==> config.mk <==
export PLATFORM = sky130hd
export DESIGN_NAME = risc_v_mike_dmem_arbiter
export DESIGN_NICKNAME = d
export VERILOG_FILES = /design/src/rtl/risc_v_mike_dmem_arbiter.sv
export SDC_FILE = /design/constraint.sdc
export NUM_CORES = 1
export LEC_CHECK = 0
export ABC_AREA = 0
export CAP_MARGIN = 20
export CORE_MARGIN = 8
export CORE_UTILIZATION = 34
export DETAILED_ROUTE_END_ITERATION = 8
export HOLD_SLACK_MARGIN = 0.12
export PLACE_DENSITY = 0.85
export REMOVE_ABC_BUFFERS = 1
export SYNTH_ARGS = -nofsm -noshare
export SYNTH_HDL_FRONTEND = slang
export SYNTH_SLANG_ARGS = --single-unit
==> constraint.sdc <==
create_clock -name clk -period 2.5 [get_ports clk]
set_input_delay 0.25 -clock clk [delete_from_list [all_inputs] [get_ports clk]]
set_output_delay 0.25 -clock clk [all_outputs]
set_load 0.005 [all_outputs]
==> src/rtl/risc_v_mike_dmem_arbiter.sv <==
// Round-robin arbiter sharing the single-port data memory between the core (C) and debug (D) ports.
// Optional debug ownership lock enabled by defining RISC_V_MIKE_ARB_LOCK_EN.
module risc_v_mike_dmem_arbiter #(
  parameter int ADDR_W   = 32,
  parameter int DATA_W   = 32,
`ifdef RISC_V_MIKE_ARB_LOCK_EN
  parameter int LOCK_MAX = 64,
`endif
  parameter int CNT_W    = 16
) (
  input  logic              clk,
  input  logic              rst,
  input  logic              c_req,
  input  logic              c_we,
  input  logic [ADDR_W-1:0] c_addr,
  input  logic [DATA_W-1:0] c_wdata,
  output logic              c_gnt,
  output logic              c_rvalid,
  output logic [DATA_W-1:0] c_rdata,
  output logic              c_stall,
  input  logic              d_req,
  input  logic              d_we,
  input  logic [ADDR_W-1:0] d_addr,
  input  logic [DATA_W-1:0] d_wdata,
`ifdef RISC_V_MIKE_ARB_LOCK_EN
  input  logic              d_lock,
`endif
  output logic              d_gnt,
  output logic              d_rvalid,
  output logic [DATA_W-1:0] d_rdata,
  output logic [ADDR_W-1:0] mem_addr,
  output logic              mem_write,
  output logic [DATA_W-1:0] mem_wr_data,
  input  logic [DATA_W-1:0] mem_rd_data,
  output logic [CNT_W-1:0]  conflict_cnt
);

  logic last_win_d;
  logic rr_c, rr_d;
  logic c_win, d_win;
  logic last_win_nxt;

  // On a tie the port that did not win last time takes the beat.
  always_comb begin
    rr_c = c_req;
    rr_d = d_req;
    if (c_req && d_req) begin
      rr_c = last_win_d;
      rr_d = !last_win_d;
    end
  end

`ifdef RISC_V_MIKE_ARB_LOCK_EN
  // state     | meaning
  // ST_ARB    | round-robin between core and debug
  // ST_LOCKED | debug owns the memory; core is never granted
  typedef enum logic {ST_ARB, ST_LOCKED} state_t;

  localparam int LCNT_W = $clog2(LOCK_MAX + 1);

  state_t            state, state_nxt;
  logic [LCNT_W-1:0] lock_cnt, lock_cnt_nxt;
  logic              lock_ign, lock_ign_nxt;
  logic              lock_tmo;

  assign lock_tmo = (lock_cnt == LCNT_W'(LOCK_MAX - 1));

  always_ff @(posedge clk or negedge rst) begin
    if (!rst) begin
      state    <= ST_ARB;
      lock_cnt <= '0;
      lock_ign <= 1'b0;
    end else begin
      state    <= state_nxt;
      lock_cnt <= lock_cnt_nxt;
      lock_ign <= lock_ign_nxt;
    end
  end

  always_comb begin
    state_nxt    = state;
    lock_cnt_nxt = '0;
    lock_ign_nxt = 1'b0;
    c_win        = 1'b0;
    d_win        = 1'b0;
    last_win_nxt = last_win_d;
    case (state)
      ST_ARB: begin
        c_win = rr_c;
        d_win = rr_d;
        if (c_win || d_win) last_win_nxt = d_win;
        // The cycle right after a timeout must not re-lock, so a waiting core gets through.
        if (d_win && d_lock && !lock_ign) state_nxt = ST_LOCKED;
      end
      ST_LOCKED: begin
        d_win = d_req;
        if (d_win) last_win_nxt = 1'b1;
        if (lock_tmo) begin
          state_nxt    = ST_ARB;
          last_win_nxt = 1'b1;
          lock_ign_nxt = 1'b1;
        end else if (!d_lock) begin
          state_nxt = ST_ARB;
        end else begin
          lock_cnt_nxt = lock_cnt + 1'b1;
        end
      end
      default: state_nxt = ST_ARB;
    endcase
  end
`else
  always_comb begin
    c_win        = rr_c;
    d_win        = rr_d;
    last_win_nxt = (rr_c || rr_d) ? rr_d : last_win_d;
  end
`endif

  assign c_gnt       = rst && c_win;
  assign d_gnt       = rst && d_win;
  assign c_stall     = c_req && !c_gnt;
  assign mem_addr    = d_win ? d_addr : c_addr;
  assign mem_wr_data = d_win ? d_wdata : c_wdata;
  assign mem_write   = rst && ((c_win && c_we) || (d_win && d_we));

  always_ff @(posedge clk or negedge rst) begin
    if (!rst) begin
      last_win_d   <= 1'b1;
      c_rvalid     <= 1'b0;
      d_rvalid     <= 1'b0;
      c_rdata      <= '0;
      d_rdata      <= '0;
      conflict_cnt <= '0;
    end else begin
      last_win_d <= last_win_nxt;
      c_rvalid   <= c_win && !c_we;
      d_rvalid   <= d_win && !d_we;
      if (c_win && !c_we) c_rdata <= mem_rd_data;
      if (d_win && !d_we) d_rdata <= mem_rd_data;
      if (c_req && d_req && (conflict_cnt != '1)) conflict_cnt <= conflict_cnt + 1'b1;
    end
  end

endmodule

; ---- Word-level counts from Yosys, hierarchy flattened
; Cells that the tools add are included.
[word_totals]
ff_bits = 83
latch_bits = 0
ramBits = 0
mem_bits_ro = 0
in_bits = 166
output_inout_bits = 150
elab_cells = 28
n_memories = 0
[classes]
add_sub_neg = 1
mul = 0
n_div = 0
magnitude_cmp = 0
eq_ne = 1
shifts = 0
mux = 4
n_bitwise = 0
n_reduce_logical = 16
[ops]
columns = operator, n
row1 = $mux W32, 2
row2 = $add A16 B1 Y16 const B, 1
row3 = $ne A16 B16 Y1 const B, 1
row4 = $logic_and A1 B1 Y1, 10
row5 = $logic_not A1 Y1, 4
row6 = $logic_or A1 B1 Y1, 2
row7 = $mux W1, 2

; ---- Longest topological paths before layout
[logic_depth]
ltp_word = 5
ltp_mapped = 6
ltp_nobuf = 5

; ---- Worst setup path after synthesis
; Ideal clock, no wire load.
[synth_path]
path_type = register -> register
start = register conflict_cnt[0]
end = register conflict_cnt[1]
setup_time_ns = 0.125
arrival_ns = 1.733
required_time_ns = 2.375
slack_ns = 0.642
path_stages_with_launch = 6
path_buffers = 0
period_less_slack_ns = 1.858
path_cell_list = dfrtp_1 ha_1 nand4_1 or4_1 and2_4 mux2_4
[synth_via]
elab_chain_cells = 2
elab_cells_between_ends = 3
cone_classes = add/sub (1) / eq/ne (1) / reduce/logical (1)
[synth_lines]
columns = element, line
row1 = "start, declared", 35  ; output logic [CNT_W-1:0] conflict_cnt
row2 = "start signal, assigned", 140  ; if (c_req && d_req && (conflict_cnt != '1)) conflict_cnt <= conflict_cnt + 1'b1;
row3 = "parallel branches: the longest is 2 deep, another holds $add A16 B1 Y16", -
; Parallel ways; which one is timed is not known.
; A chain may end at the register's enable or synchronous reset.

; ---- Final worst setup path
[layout_path]
start = input d_req
end = output mem_addr[14]
[layout_via]
elab_chain_cells = 3
[layout_lines]
columns = element, line
row1 = "start, declared", 21  ; input logic d_req,
row2 = $logic_and A1 B1 Y1, 47  ; if (c_req && d_req) begin
row3 = $mux W1 *, 47
row4 = $mux W32 *, 122  ; assign mem_addr = d_win ? d_addr : c_addr;
row5 = "end, declared", 31  ; output logic [ADDR_W-1:0] mem_addr,
; Mark *: on every way between the ends. The rest lies on a longest branch, timed or not.

==> results.toml <==
[worst_hold_path]
min_path_type = "flop to flop"

[clock_network]
clockBufferDepth = 2
h-tree-depth = 3
post-cts-setup-buffers = 0
cts_buffers = 9
clk_latency_ns = 0.33
clock_sinks = 83
root_buffer = "clkbuf_16"
clk_pin_slew_ns = 0.06
cts-hold-fix-buffers = 1
cts_tree = "yes"
cts_resized = 0

[synth]
yosysUniqueCellTypes = 27
synth_top_family_by_area = "multiplexers"
synth-edff-count = 0
async_flop_share_pct = 100
ys.flop_type = "dfrtp_1"
synth_adder_area_share_pct = 0.310
synth_compound_area_share_pct = 0.960
synth_cells = 294
seq_area_frac_synth_pct = 51.4
syn_avg_cell_area_um2 = 13.7
ys_seq_elements = 83
yosysWarnings = 0
synth_area_um2 = 4040
synth_xor_area_share_pct = 3.25
synth-simple-area-share_pct = 5.88
muxShareOfSynthArea_pct = 36.0

[sta]
hold_viol_final = 0
whs_ns = 0.506
setup_viol = 0
fin_skew_ns = 0.00626
post-route-min-period_ns = 2.39
fmax_mhz = 419
drv_slew = 0
period_share_pct = 95.4
slew_headroom_pct = 63.5
tightest_slew_ns = 0.547
rsz0062_at_grt = "false"

[finish]
final_common_cell = "clkdlybuf4s50_1"
seq_area_um2 = 2080
drive_gt1_share_pct = 27.0
design_area_um2 = 7780
layout_common_cells = "clkdlybuf4s50_1, mux2_2, dfrtp_1"
diodes = 0
fillers = 886
multiInputGateArea_um2 = 1890
syn2layout_area_growth_pct = 92.6
nNetsFinal = 789

[floorplanning]
rows = 40
core-area_um2 = 11800
start_util_pct = 34.2
die_width_um = 125
chipHeight_um = 125
pin_count = 316
die_area_um2 = 15600

[placement]
placed_area_um2 = 7480
gp_routability_congestion = 0.841
numPortBuffers = 315
dp_hpwl_um = 13600

[route]
num_vias = 3727
drc = 0
first_pass_iters = 4
drt_iter0_markers = 246
totalWireLength_um = 16200
drt-wirelength-per-cell_um = 21.0
drt-vias-per-instance = 4.82
ant_nets = 0

[pwr]
internal_power_mw = 3.49
ir_worst_vdd_uv = 397
swShare_pct = 26.7
powerDensity_nw_per_um2 = 611
pwr-share-seq_pct = 37.7
power.share.clock_pct = 26.8
p_sw_mw = 1.27
pwr-share-comb_pct = 35.5
leakage_nw = 3.08

[critical_path]
cp_max_fo = 23
setup.worst_path.start_class = "primary input"
critical_path_required_ns = 2.25
cp-end-kind = "primary output"
worstPathArrival_ns = 2.14
path_class = "primary input to primary output"

[global_route]
grt_pass1_vias = 4209
overflow = 0
grt_max_degree = 45
grt_pass1_wl_um = 25000
grtUsageTotal_pct = 20.2
antenna_found_initial = 0

[run_status]
status = "complete, no violations"

[flow_run]
drv_cap = 0
[final cells by class]
class	count	share of cell area, %
multi-input combinational	192	24.3
sequential	83	26.7
timing repair buffer	333	42.7
tap	147	2.36
clock inverter	7	0.868
clock buffer	9	2.89
inverter	3	0.145
[kinds of logic after synthesis]
group | after synthesis
AND/OR/NAND/NOR | 42
flip-flops | 83
adder cells (fa/ha/maj) | 1
multiplexers | 129
buffers and inverters | 19
AO/OA/AOI/OAI | 5
XOR/XNOR | 15
[per-stage QoR]
stage                     TNS (ns)  setup slack (ns)  instances  total power [mW]  utilization, %
final                            0             0.114        774              4.75            65.9
after global routing             0            0.0154        774              4.99            65.9
after CTS                        0            0.0882        774              4.82            65.9
after detailed placement         0            0.0851        757              3.52            63.3
after global placement           0            0.0837        757              3.45            63.3
after floorplan            -229.49             -3.22        278              2.30               -
[power by group through the flow]
stage / clock network (mW) / registers (mW) / logic [mW]
6_report: 1.28 / 1.79 / 1.69
5_1_grt: 1.37 / 1.83 / 1.80
4_1_cts: 1.31 / 1.79 / 1.71
3_5_place_dp: 0 / 1.82 / 1.70
3_3_place_gp: 0 / 1.79 / 1.66
2_1_floorplan: 0 / 1.81 / 0.488
[sequential cells by signal, indices dropped and copies added, names as in the netlist]
signal,count
c_rvalid,1
c_rdata,32
d_rdata,32
last_win_d,1
conflict_cnt,16
d_rvalid,1
[worst max-delay path, cell delays in order]
cell and delay (ns):
clkdlybuf4s50_1 0.49, inv_1 0.08, a21oi_4 0.14, buf_12 0.19, buf_12 0.16, mux2_2 0.34, clkdlybuf4s50_1 0.47
[Yosys cell counts, drive strengths merged, types with 2 or more instances]
cell	n	area [µm²]
nand4b	2	17.5
a21oi	2	10.0
and3	2	12.5
nor2	6	22.5
and4	2	17.5
nor2b	2	12.5
clkbuf	4	15.0
buf	12	60.1
dfrtp	82	2050
nand4	7	43.8
nand2	4	15.0
and2	4	27.5
xnor2	14	123
nand3	10	50.1
inv	3	11.3
mux2	129	1460
[per-layer routing]
| layer | vias up | global-route usage, % | wire length (µm) |
|---|---|---|---|
| li1 | 1719 | - | - |
| met1 | 1807 | 22.5 | 6310 |
| met2 | 192 | 36.1 | 8300 |
| met3 | 9 | 8.20 | 1540 |
| met4 | 0 | 3.37 | 102 |
| met5 | - | 0 | 0 |
[final timing paths]
kind                                       from               to  slack [ns]  cells after the start
min in group asynchronous                   rst       c_rdata[6]        0.62                      3
worst max register to register  conflict_cnt[0]  conflict_cnt[1]        0.49                      5
max in group asynchronous                   rst      c_rdata[20]        1.00                      4
worst max-delay path                      d_req     mem_addr[14]        0.11                      7
worst min-delay path                c_rdata[22]      c_rdata[22]        0.51                      1
worst min register to register      c_rdata[22]      c_rdata[22]        0.51                      1
(Power assumes the default switching activity.)
